## src/rtl/thiele_logic_pkg.sv

```systemverilog
// thiele_logic_pkg: types and constants shared by the logic-engine oracle responder.
package thiele_logic_pkg;

  // Handshake FSM states of the responder.
  typedef enum logic [1:0] {
    IDLE = 2'd0,
    WAIT = 2'd1,
    ACK  = 2'd2,
    HOLD = 2'd3
  } logic_resp_state_t;

  // Data returned for addresses beyond the result table.
  localparam logic [31:0] LOGIC_MISS_DATA_DEFAULT = 32'hFFFF_FFFF;

  // Width of the programmable latency and of the wait counter.
  localparam int LOGIC_LAT_W = 8;

endpackage

```

## src/rtl/logic_resp_table.sv

```systemverilog
// logic_resp_table: TABLE_DEPTH x DATA_W result register file, one write port,
// one combinational read port, all entries cleared by reset.
module logic_resp_table
  import thiele_logic_pkg::*;
#(
  parameter int TABLE_DEPTH = 16,
  parameter int DATA_W      = 32
) (
  input  logic                           clk,
  input  logic                           rst_n,
  input  logic                           we,
  input  logic [$clog2(TABLE_DEPTH)-1:0] waddr,
  input  logic [DATA_W-1:0]              wdata,
  input  logic [$clog2(TABLE_DEPTH)-1:0] raddr,
  output logic [DATA_W-1:0]              rdata
);

  logic [DATA_W-1:0] mem [TABLE_DEPTH];

  // Write port: a write becomes visible only after its edge, so a same-edge
  // read still sees the old contents.
  always_ff @(posedge clk or negedge rst_n) begin
    if (!rst_n) begin
      for (int i = 0; i < TABLE_DEPTH; i++) begin
        mem[i] <= '0;
      end
    end else if (we) begin
      mem[waddr] <= wdata;
    end
  end

  assign rdata = mem[raddr];

endmodule

```

## src/rtl/logic_oracle_responder.sv

```systemverilog
// logic_oracle_responder: stands in for the external logic engine. Each request
// level is answered once from a programmable table after cfg_latency wait cycles.
// Build option: define LOGIC_ORACLE_STATS_EN to add saturating statistics counters
// (served_count, miss_count, abort_count, stall_cycles).
module logic_oracle_responder
  import thiele_logic_pkg::*;
#(
  parameter int                TABLE_DEPTH = 16,
  parameter int                DATA_W      = 32,
  parameter logic [DATA_W-1:0] MISS_DATA   = DATA_W'(LOGIC_MISS_DATA_DEFAULT)
) (
  input  logic                           clk,
  input  logic                           rst_n,
  input  logic                           logic_req,
  input  logic [DATA_W-1:0]              logic_addr,
  output logic                           logic_ack,
  output logic [DATA_W-1:0]              logic_data,
  input  logic [LOGIC_LAT_W-1:0]         cfg_latency,
  input  logic                           tbl_we,
  input  logic [$clog2(TABLE_DEPTH)-1:0] tbl_addr,
  input  logic [DATA_W-1:0]              tbl_wdata,
  output logic                           busy,
  output logic                           miss
`ifdef LOGIC_ORACLE_STATS_EN
  ,
  output logic [31:0]                    served_count,
  output logic [31:0]                    miss_count,
  output logic [31:0]                    abort_count,
  output logic [31:0]                    stall_cycles
`endif
);

  localparam int AW = $clog2(TABLE_DEPTH);

  logic_resp_state_t       state_q, state_d;
  logic [LOGIC_LAT_W-1:0]  cnt_q, cnt_d;
  logic [DATA_W-1:0]       res_data_p0, res_data_d;
  logic                    res_miss_p0, res_miss_d;
  logic                    ack_d, miss_d;
  logic [DATA_W-1:0]       data_d;
  logic                    ack_vld_p1, miss_p1;
  logic [DATA_W-1:0]       data_p1;
  logic                    addr_hit;
  logic [AW-1:0]           rd_idx;
  logic [DATA_W-1:0]       tbl_rdata;

  assign addr_hit = (logic_addr < DATA_W'(TABLE_DEPTH));
  assign rd_idx   = logic_addr[AW-1:0];

  logic_resp_table #(
    .TABLE_DEPTH (TABLE_DEPTH),
    .DATA_W      (DATA_W)
  ) u_table (
    .clk   (clk),
    .rst_n (rst_n),
    .we    (tbl_we),
    .waddr (tbl_addr),
    .wdata (tbl_wdata),
    .raddr (rd_idx),
    .rdata (tbl_rdata)
  );

  // Next-state and output decode; outputs default to idle values every cycle.
  always_comb begin
    state_d    = state_q;
    cnt_d      = cnt_q;
    res_data_d = res_data_p0;
    res_miss_d = res_miss_p0;
    ack_d      = 1'b0;
    data_d     = '0;
    miss_d     = 1'b0;
    case (state_q)
      IDLE: begin
        if (logic_req) begin
          res_data_d = addr_hit ? tbl_rdata : MISS_DATA;
          res_miss_d = !addr_hit;
          cnt_d      = cfg_latency;
          state_d    = WAIT;
        end
      end
      WAIT: begin
        if (!logic_req) begin
          state_d = IDLE;
        end else if (cnt_q != '0) begin
          cnt_d = cnt_q - 1'b1;
        end else begin
          state_d = ACK;
          ack_d   = 1'b1;
          data_d  = res_data_p0;
          miss_d  = res_miss_p0;
        end
      end
      ACK: begin
        state_d = logic_req ? HOLD : IDLE;
      end
      HOLD: begin
        if (!logic_req) begin
          state_d = IDLE;
        end
      end
      default: begin
        state_d = IDLE;
      end
    endcase
  end

  // Control stage: FSM state and wait counter.
  always_ff @(posedge clk or negedge rst_n) begin
    if (!rst_n) begin
      state_q <= IDLE;
      cnt_q   <= '0;
    end else begin
      state_q <= state_d;
      cnt_q   <= cnt_d;
    end
  end

  // Capture stage (p0): result and miss flag latched at the capture edge.
  always_ff @(posedge clk or negedge rst_n) begin
    if (!rst_n) begin
      res_data_p0 <= '0;
      res_miss_p0 <= 1'b0;
    end else begin
      res_data_p0 <= res_data_d;
      res_miss_p0 <= res_miss_d;
    end
  end

  // Output stage (p1): registered ack pulse with its data and miss flag.
  always_ff @(posedge clk or negedge rst_n) begin
    if (!rst_n) begin
      ack_vld_p1 <= 1'b0;
      data_p1    <= '0;
      miss_p1    <= 1'b0;
    end else begin
      ack_vld_p1 <= ack_d;
      data_p1    <= data_d;
      miss_p1    <= miss_d;
    end
  end

  assign logic_ack  = ack_vld_p1;
  assign logic_data = data_p1;
  assign miss       = miss_p1;
  assign busy       = (state_q != IDLE);

`ifdef LOGIC_ORACLE_STATS_EN
  function automatic logic [31:0] sat_inc(input logic [31:0] val, input logic en);
    return (en && (val != 32'hFFFF_FFFF)) ? (val + 32'd1) : val;
  endfunction

  logic in_wait, abort_evt;
  assign in_wait   = (state_q == WAIT);
  assign abort_evt = in_wait && !logic_req;

  // Statistics stage: counters advance on the same edge as the event they count.
  always_ff @(posedge clk or negedge rst_n) begin
    if (!rst_n) begin
      served_count <= '0;
      miss_count   <= '0;
      abort_count  <= '0;
      stall_cycles <= '0;
    end else begin
      served_count <= sat_inc(served_count, ack_d);
      miss_count   <= sat_inc(miss_count, ack_d && res_miss_p0);
      abort_count  <= sat_inc(abort_count, abort_evt);
      stall_cycles <= sat_inc(stall_cycles, in_wait);
    end
  end
`endif

endmodule

```

## config.mk

```make
export PLATFORM = sky130hd
export DESIGN_NAME = logic_oracle_responder
export DESIGN_NICKNAME = d
export VERILOG_FILES = /design/src/rtl/thiele_logic_pkg.sv /design/src/rtl/logic_resp_table.sv /design/src/rtl/logic_oracle_responder.sv
export SDC_FILE = /design/constraint.sdc
export NUM_CORES = 1
export LEC_CHECK = 0
export CAP_MARGIN = 15
export CELL_PAD_IN_SITES_DETAIL_PLACEMENT = 0
export CELL_PAD_IN_SITES_GLOBAL_PLACEMENT = 1
export CORE_MARGIN = 5
export CORE_UTILIZATION = 56
export CTS_CLUSTER_DIAMETER = 60
export DETAILED_ROUTE_END_ITERATION = 12
export PLACE_DENSITY = 0.93
export SLEW_MARGIN = 0
export SYNTH_ARGS = -nofsm -noshare
export SYNTH_HDL_FRONTEND = slang
export SYNTH_HIERARCHICAL = 1
export SYNTH_SLANG_ARGS = --single-unit
```

## constraint.sdc

```tcl
create_clock -name clk -period 4.63 [get_ports clk]
set_input_delay 0.926 -clock clk [delete_from_list [all_inputs] [get_ports clk]]
set_output_delay 0.926 -clock clk [all_outputs]
set_load 0.02 [all_outputs]
```

# --- After elaboration in Yosys (flattened, before gate mapping) ---
# Cells that the tools add are included.
word_totals:
  elab_cells: 73
  ff_bits: 589
  out_inout_bits: 35
classes:
  addsub: 1
  mux: 26
  n_lt_le_gt_ge: 4
  n_eq_ne: 8
  bitwise: 2
  reduce_logical: 9
ops:
  columns: ["cell", "n"]
  rows:
  - ["512-bit bitwise mux", 1]
  - ["32-bit two-way mux", 7]
  - ["32-bit binary-select mux with 4-bit select", 1]
  - ["32-bit demux with 4-bit select", 1]
  - ["32-bit by 5-bit less-than comparator with 1-bit output, second input constant", 1]
  - ["8-bit two-way mux", 3]
  - ["8-bit one-hot mux with 2 select lines", 1]
  - ["5-bit greater-or-equal comparator, second input constant", 2]
  - ["2-bit two-way mux", 5]
  - ["4-bit NOT with 5-bit output", 2]
  - ["2-bit inequality test, second input constant", 4]
  - ["2-bit one-hot mux with 4 select lines", 1]
  - ["8-bit nonzero test", 1]
  - ["8-bit by 1-bit subtractor with 8-bit output, second input constant", 1]
  - ["1-bit two-way mux", 6]
  - ["5-bit by 1-bit less-than comparator with 1-bit output, second input constant", 1]
  - ["2-bit == test, second input constant", 2]
  - ["4-bit AND reduction", 1]
  - ["2-bit nonzero test", 2]
  - ["3-bit inequality test, second input constant", 1]
  - ["3-bit AND reduction", 1]
  - ["2-bit by 1-bit == test with 1-bit output, second input constant", 1]
  - ["2-bit logical NOT", 1]
  - ["2-bit AND reduction", 1]
  - ["other kinds (2)", 2]

# --- Logic depth before layout (Yosys ltp) ---
# Gate-level depths: netlist of the first run.
logic_depth:
  word_depth: 6
  depth_mapped: 8
  ltp_nobuf: 6

# --- Hierarchy ---
# Netlist of the first run, hierarchy kept.
by_module_without_submodules:
  columns: ["module", "seq_area_each_um2", "cells_per_inst", "n_inst", "area_each_um2"]
  rows:
  - ["logic_resp_table", 12812.3, 1405, 1, 22774.3]
  - ["logic_oracle_responder", 1926.8, 223, 1, 2919.0]

# --- Least setup slack after synthesis of the first run ---
# OpenSTA, ideal clock, no wires.
synth_timing:
  path_kind: "input-to-reg"
  start: "input logic_addr[0]"
  end: "register res_data_p0[0]"
  path_stages: 6
  n_path_buf: 2
  arrival_ps: 2369
  slack_ps: 2140
  required_time_ps: 4509
  cell_sequence: "buf_2 buf_2 mux4_2 a22oi_1 nand2_1 o22a_1"
synth_via:
  elab_chain_cells: 5
  word_cells_on_any_way: 6
  classes_between: "order compare (1); mux (4); bitwise (1)"
synth_lines:
  columns: ["item", "line", "text"]
  rows:
  - ["start: declaration", "logic_oracle_responder.sv:15", "input logic [DATA_W-1:0] logic_addr,"]
  - ["4-bit NOT with 5-bit output (implied by the code)", "logic_resp_table.sv:32", "assign rdata = mem[raddr];"]
  - ["32-bit binary-select mux with 4-bit select", "logic_resp_table.sv:32", null]
  - ["32-bit two-way mux (implied by the code) (2 in a row)", "logic_resp_table.sv:32", null]
  - ["via tbl_rdata[0]", "logic_oracle_responder.sv:45", "logic [DATA_W-1:0] tbl_rdata;"]
  - ["32-bit two-way mux", "logic_oracle_responder.sv:75", "res_data_d = addr_hit ? tbl_rdata : MISS_DATA;"]
  - ["end signal: assignment", "logic_oracle_responder.sv:124", "res_data_p0 <= res_data_d;"]
  - ["end: declaration", "logic_oracle_responder.sv:37", "logic [DATA_W-1:0] res_data_p0, res_data_d;"]
# The timed path passes the listed nets, and every way through them passes these cells. The select of a mux whose other input is x is not followed.
# A chain may end at the register's enable or synchronous reset.

# --- Worst setup path after layout of the first run ---
layout_timing:
  start: "register state_q[0]"
  end: "output busy"
layout_via:
  elab_chain_cells: 1
layout_lines:
  columns: ["item", "line", "text"]
  rows:
  - ["start: declaration", "logic_oracle_responder.sv:35", "logic_resp_state_t state_q, state_d;"]
  - ["start signal: assignment", "logic_oracle_responder.sv:113", "state_q <= state_d;"]
  - ["2-bit nonzero test", "logic_oracle_responder.sv:145", "assign busy = (state_q != IDLE);"]
  - ["end: declaration", "logic_oracle_responder.sv:22", "output logic busy,"]
# No other way between the ends.

==> results of run 1 <==
## sequential cells by signal, summed over array words and instances (netlist names)
register	cells
logic_data	32
logic_ack	1
res_data_p0	32
res_miss_p0	1
cnt_q	8
u_table/mem	512
miss	1
state_q	2
## power groups by stage
stage / Combinational [mW] / Clock, mW / Sequential [mW]
6_report: 2.19 / 4.75 / 6.74
5_1_grt: 2.38 / 5.06 / 6.85
4_1_cts: 2.21 / 4.85 / 6.73
3_5_place_dp: 2.19 / 0 / 6.82
3_3_place_gp: 2.08 / 0 / 6.72
2_1_floorplan: 1.67 / 0 / 6.62
## cell families after synthesis
| kind of cell | count (synthesis) | synth area share [%] |
|---|---|---|
| compound gates | 124 | 3.59 |
| simple gates | 127 | 2.71 |
| mux | 642 | 33.7 |
| buf+inv | 145 | 2.55 |
| fa+ha+maj | 1 | 0.0487 |
| flops | 589 | 57.4 |
## cell type report
type,instances,area [um^2]
fillers,3184,16000
clock inverters,15,185
clock buffers,88,1760
well taps,600,751
inverters,2,7.51
multi-input cells,894,10400
repair buffers,152,1550
flip-flops and latches,589,14700
## stage by stage
step / area, um^2 / worst slack, ns / power [mW]
finish: 29400 / 1.75 / 13.7
detailed placement: 27400 / 1.20 / 9.01
CTS: 29400 / 1.72 / 13.8
global route: 29400 / 1.69 / 14.3
global placement: 27400 / 1.23 / 8.80
floorplan: 25700 / 2.14 / 8.29
## cells in the mapped netlist, drive strengths merged, types with 2 or more instances
master	instances	area [um^2]
dfrtp	589	14700
mux2	512	5770
mux4	128	2880
buf	73	384
clkbuf	70	263
a22oi	64	480
nand2	36	135
and2	34	213
o22a	33	289
nor2	16	60.1
o21ai	10	50.0
a21oi	9	45.0
nor4	9	62.6
nand2b	5	31.3
and3	4	25.0
nand3b	4	30.0
nor2b	4	25.0
nor3b	4	46.3
or3	3	18.8
a31oi	2	12.5
inv	2	7.51
mux2i	2	20.0
nand4	2	12.5
nor3	2	10.0
or2	2	12.5
## routing by layer
metal  share of wire, %  vias up  global-route usage, %
met4                2.6        2                   6.97
li1                   -     6189                      -
met1                 44     7914                   34.0
met5              0.022        -                      0
met3                5.0       99                   3.92
met2                 48      345                   37.8
## worst paths after layout
path                                                end                         from  cells after the start
max                                                busy       state_q[0]$_DFFE_PN0P_                      2
min                        u_table/mem[164]$_DFFE_PN0P_                        rst_n                      1
max reg2reg                    logic_data[21]$_DFF_PN0_         cnt_q[0]$_DFFE_PN0P_                      7
min reg2reg                    logic_data[30]$_DFF_PN0_  res_data_p0[30]$_DFFE_PN0P_                      1
max in group asynchronous      logic_data[21]$_DFF_PN0_                        rst_n                      2
min in group clk               logic_data[30]$_DFF_PN0_  res_data_p0[30]$_DFFE_PN0P_                      1
## worst register-to-register path: cells and delay by family, from the launching register on
kind | cells | cell delay [ns]
simple gates | 4 | 1.48
buf+inv | 2 | 0.42
fa+ha+maj | 1 | 0.19
flops | 1 | 0.39
==> flow_summary_export.csv, run 1 <==
group,metric,value,unit
run_status,run_status,"finished clean",
job,cap_viol_max_count,0,
floorplan,fp.dieH,224,um
sta,slew_violations,0,
synth,synth_edf_count,0,
floorplan,core_area,45400,um^2
pwr,ir_worst_vdd,0.000312,V
cts,cts_sinks,589,
floorplan,num_io_pins,115,
setup_path,critPathBufInv,1,
grt,grt_usage,23.6,%
hold_path,hold_class,"input pin to async pin",
synth,synthArstFlopShare,100,%
layout,area_delta_synth_final,14.4,%
placed_design,gp_congestion,0.761,
sta,timing.final.crit_share,62.2,%
synth,ys_seq_area_share,57.4,%
cts,clk_pin_slew_worst_paths,0.06,ns
cts,postCtsSetupRepairBufs,0,
grt,grt_max_degree,130,
synth,synth.distinct_cells,43,
setup_path,worstPathArrival,1.96,ns
sta,whs,0.322,ns
placed_design,dp.cells,2237,
layout,antennaDiodeCount,0,
layout,layout_commonest_cell,"dfrtp_1",
sta,clock_skew,0.00870,ns
grt,grt_antenna_before_repair,1,
layout,finalNetCount,1779,
drt,drtPass1Iterations,5,
layout,drive_gt1_share,42.5,%
synth,ys.flop_type,"dfrtp_1",
setup_path,critPathCaptureType,"output port",
grt,grt_pass1_wl,93000,um
drt,wl_per_cell,24.9,um
synth,syn_inst,1628,
pwr,sw_frac_of_total,24.0,%
floorplan,start_util,56.6,%
synth,syn_area,25700,um^2
pwr,power.internal,10.4,mW
drt,vias,14500,
drt,ant_nets,0,
cts,clock_latency,0.61,ns
sta,max_freq,347,MHz
cts,cts_root_buffer,"clkbuf_16",
layout,final_cell_mix,"dfrtp_1 (589), mux2_2 (458), mux4_2 (128), clkdlybuf4s50_1 (111), a22oi_1 (64)",
pwr,combPwrFrac,16.0,%
sta,hold_viol_final,0,
setup_path,slowest_delay,0.56,ns
pwr,p_leak,12.4,nW
synth,postSynthNetCount,1709,
layout,final_core_util,64.8,%
floorplan,die_x,224,um
pwr,power_frac_clock,34.8,%
sta,relSlewSlack,21.1,%
placed_design,portBuffers,114,
pwr,pwr-share-seq,49.3,%
setup_path,cp.required,3.70,ns
sta,post-route-min-period,2.88,ns
grt,grt_pass1_vias,16000,
setup_path,crit_family,"buffers and inverters",
sta,rsz0062_at_grt,"false",
cts,numCtsBuffers,59,
sta,setup_viol,0,
drt,wirelength,58200,um
setup_path,critPathSlowestCell,"clkdlybuf4s50_1",
synth,ys_ff_latch,589,
grt,grt.overflow.total,0,
floorplan,row_count,78,
drt,dr.first_iter.drc_count,1113,
setup_path,startpoint_type,"flop",
cts,cts_tree,"yes",
drt,via_per_inst,6.22,
cts,cts.htree.levels,2,
placed_design,hpwl,34900,um
setup_path,path_class,"flop to output port",
floorplan,die-area,50300,um^2
drt,drc,0,
cts,ctsHoldBuffers,0,
synth,syn_area_per_cell,15.8,um^2
sta,worst_pin_slew,1.18,ns
pwr,power_density,466,nW/um^2
sta,finalSetupTns,0,ns
pwr,p_sw,3.28,mW
synth,yosysWarnings,6,
cts,postCtsResizedCells,0,
setup_path,crit_chain,"or2_2 -> clkdlybuf4s50_1",
layout,instances_no_fill,2340,
setup_path,reg2reg_slack,2.07,ns
cts,ctsLongestPathBuffers,3,
setup_path,critPathMaxFanout,7,
(Power assumes the default switching activity.)
==> inputs of run 2 (changes only) <==
- CORE_UTILIZATION: 56 -> 47
- PLACE_DENSITY: 0.93 -> 0.84
- clock period: 4.63 -> 2.5 ns (I/O delays scaled with it)
==> run 2 against run 1 <==
Compared with the run above:
- sequential power grew 85%
- worst hold slack gained 0.16 ns
- design area grew 2.8%
- count of clock-buffer cells in the layout grew 1
- non-clock buffer count grew 37
- register-to-register slack lost 1.7 ns
- die area grew 18%
- clock power grew 84%
- wire length grew 4.1%
- sequential cell count is the same
- clock skew grew 0.0047 ns
- setup slack lost 1.7 ns
- critical endpoint unchanged
- largest power group unchanged
- highest routed layer unchanged
==> flow_summary_export.csv, run 2 (synthesis results as in run 1) <==
group,metric,value,unit
grt,grt_usage,20.7,%
layout,area_delta_synth_final,17.5,%
layout,multi_input_area,10400,um^2
grt,grt_pass1_vias,16200,
setup_path,path_class,"flop to output port",
drt,ant_nets,0,
floorplan,core_area,54000,um^2
sta,timing.final.crit_share,97.6,%
placed_design,hpwl,36500,um
grt,grt_pass1_wl,97300,um
sta,relSlewSlack,51.0,%
setup_path,cp.required,2.00,ns
layout,regArea,14700,um^2
floorplan,start_util,47.6,%
setup_path,crit_family,"buffers and inverters",
placed_design,portBuffers,114,
sta,hold_viol_final,0,
cts,postCtsSetupRepairBufs,0,
cts,cts.htree.levels,2,
pwr,p_total,25.3,mW
layout,largest_reg_flops,512,
setup_path,slowest_delay,0.55,ns
layout,final_cell_mix,"dfrtp_1 (589), mux2_2 (458), mux4_2 (128), clkdlybuf4s50_1 (111), a22oi_1 (64)",
setup_path,reg2reg_slack,0.40,ns
sta,max_freq,410,MHz
layout,fillers,4220,
pwr,ir_worst_vdd,0.000507,V
hold_path,hold_class,"input pin to async pin",
sta,setup_viol,0,
drt,via_per_inst,5.96,
setup_path,crit_chain,"or2_2 -> clkdlybuf4s50_1",
setup_path,critPathMaxFanout,7,
floorplan,fp.dieH,244,um
setup_path,startpoint_type,"flop",
drt,drc,0,
setup_path,critPathCaptureType,"output port",
drt,dr.first_iter.drc_count,1057,
drt,wirelength,60600,um
run_status,run_status,"finished clean",
floorplan,num_io_pins,115,
layout,instances_no_fill,2473,
cts,ctsLongestPathBuffers,3,
placed_design,gp_congestion,0.759,
setup_path,worstPathArrival,1.94,ns
pwr,p_leak,12.7,nW
grt,grt.overflow.total,0,
drt,drtPass1Iterations,5,
layout,drive_gt1_share,43.5,%
layout,largest-register,"u_table/mem",
setup_path,critPathSlowestCell,"clkdlybuf4s50_1",
grt,grt_antenna_before_repair,3,
drt,wl_per_cell,24.5,um
layout,layout_commonest_cell,"dfrtp_1",
sta,slew_violations,0,
floorplan,die-area,59400,um^2
pwr,power_density,838,nW/um^2
drt,vias,14700,
cts,cts_sinks,589,
cts,cts_tree,"yes",
grt,grt_max_degree,78,
cts,numCtsBuffers,57,
sta,worst_pin_slew,0.729,ns
sta,rsz0062_at_grt,"false",
floorplan,die_x,244,um
sta,clock_skew,0.0134,ns
job,cap_viol_max_count,0,
cts,cts_root_buffer,"clkbuf_16",
cts,clock_latency,0.61,ns
setup_path,critPathBufInv,1,
placed_design,dp.cells,2369,
floorplan,row_count,85,
sta,post-route-min-period,2.44,ns
cts,clk_pin_slew_worst_paths,0.06,ns
layout,finalNetCount,1814,
[run 2: cell types whose count changed in the layout (fill, tap and decap cells not counted)]
| cell | previous run | this run |
|---|---|---|
| clkinv_4 | 1 | 0 |
| clkinvlp_4 | 1 | 0 |
| buf_4 | 30 | 31 |
| diode_2 | 0 | 2 |
| clkbuf_16 | 61 | 59 |
| inv_6 | 1 | 2 |
| clkbuf_8 | 14 | 17 |
| clkinv_2 | 8 | 6 |
| buf_12 | 9 | 44 |
| dlygate4sd3_1 | 0 | 1 |
[run 2: metal layers]
metal,vias up,GRT usage (%),wire [um]
met3,79,3.34,3330
met4,2,4.60,1020
li1,6253,-,-
met2,385,33.4,29000
met1,8029,30.2,27300
met5,-,0,11
[run 2: layout make-up]
class,instances,area share (%)
diodes,2,0.0166
clock buffers,89,5.79
clock inverters,12,0.555
inverters,2,0.0249
multi-input cells,894,34.4
flip-flops and latches,589,48.8
well taps,696,2.88
repair buffers,189,7.49
[run 2: timing repair]
| action | 4_1_cts | 5_1_grt |
|---|---|---|
| endpoints found under the setup margin | 0 | 0 |
| hold endpoints to repair | 46 | 0 |
| gates resized for setup | 0 | 0 |
| hold buffers | 1 | 0 |
[run 2: path summary, 6_finish.rpt]
path	start	to	depth (start not counted)
max	state_q[0]$_DFFE_PN0P_	busy	2
min	rst_n	u_table/mem[331]$_DFFE_PN0P_	2
max reg2reg	cnt_q[0]$_DFFE_PN0P_	logic_data[12]$_DFF_PN0_	7
min reg2reg	res_miss_p0$_DFFE_PN0P_	miss$_DFF_PN0_	1
max in group asynchronous	rst_n	u_table/mem[415]$_DFFE_PN0P_	3
min in group clk	res_miss_p0$_DFFE_PN0P_	miss$_DFF_PN0_	1
[run 2: power breakdown]
group	switching [mW]	total [mW]	internal (mW)
logic	1.47	4.08	2.61
registers	0.968	12.5	11.5
clock network	3.58	8.76	5.18
total	6.02	25.3	19.3
[run 2: metrics by stage]
stage / setup WS, ns / hold slack (ns) / utilization, % / TNS [ns] / cell area, um^2
finish: 0.0590 / 0.480 / 55.9 / 0 / 30200
CTS: 0.00991 / 0.481 / 55.9 / 0 / 30200
floorplan: 0.436 / 0.204 / - / 0 / 25700
global route: 0.00276 / 0.497 / 55.9 / 0 / 30200
global placement: -0.0661 / 0.464 / 52.3 / -1.61 / 28300
detailed placement: 0.00515 / 0.472 / 52.3 / 0 / 28300
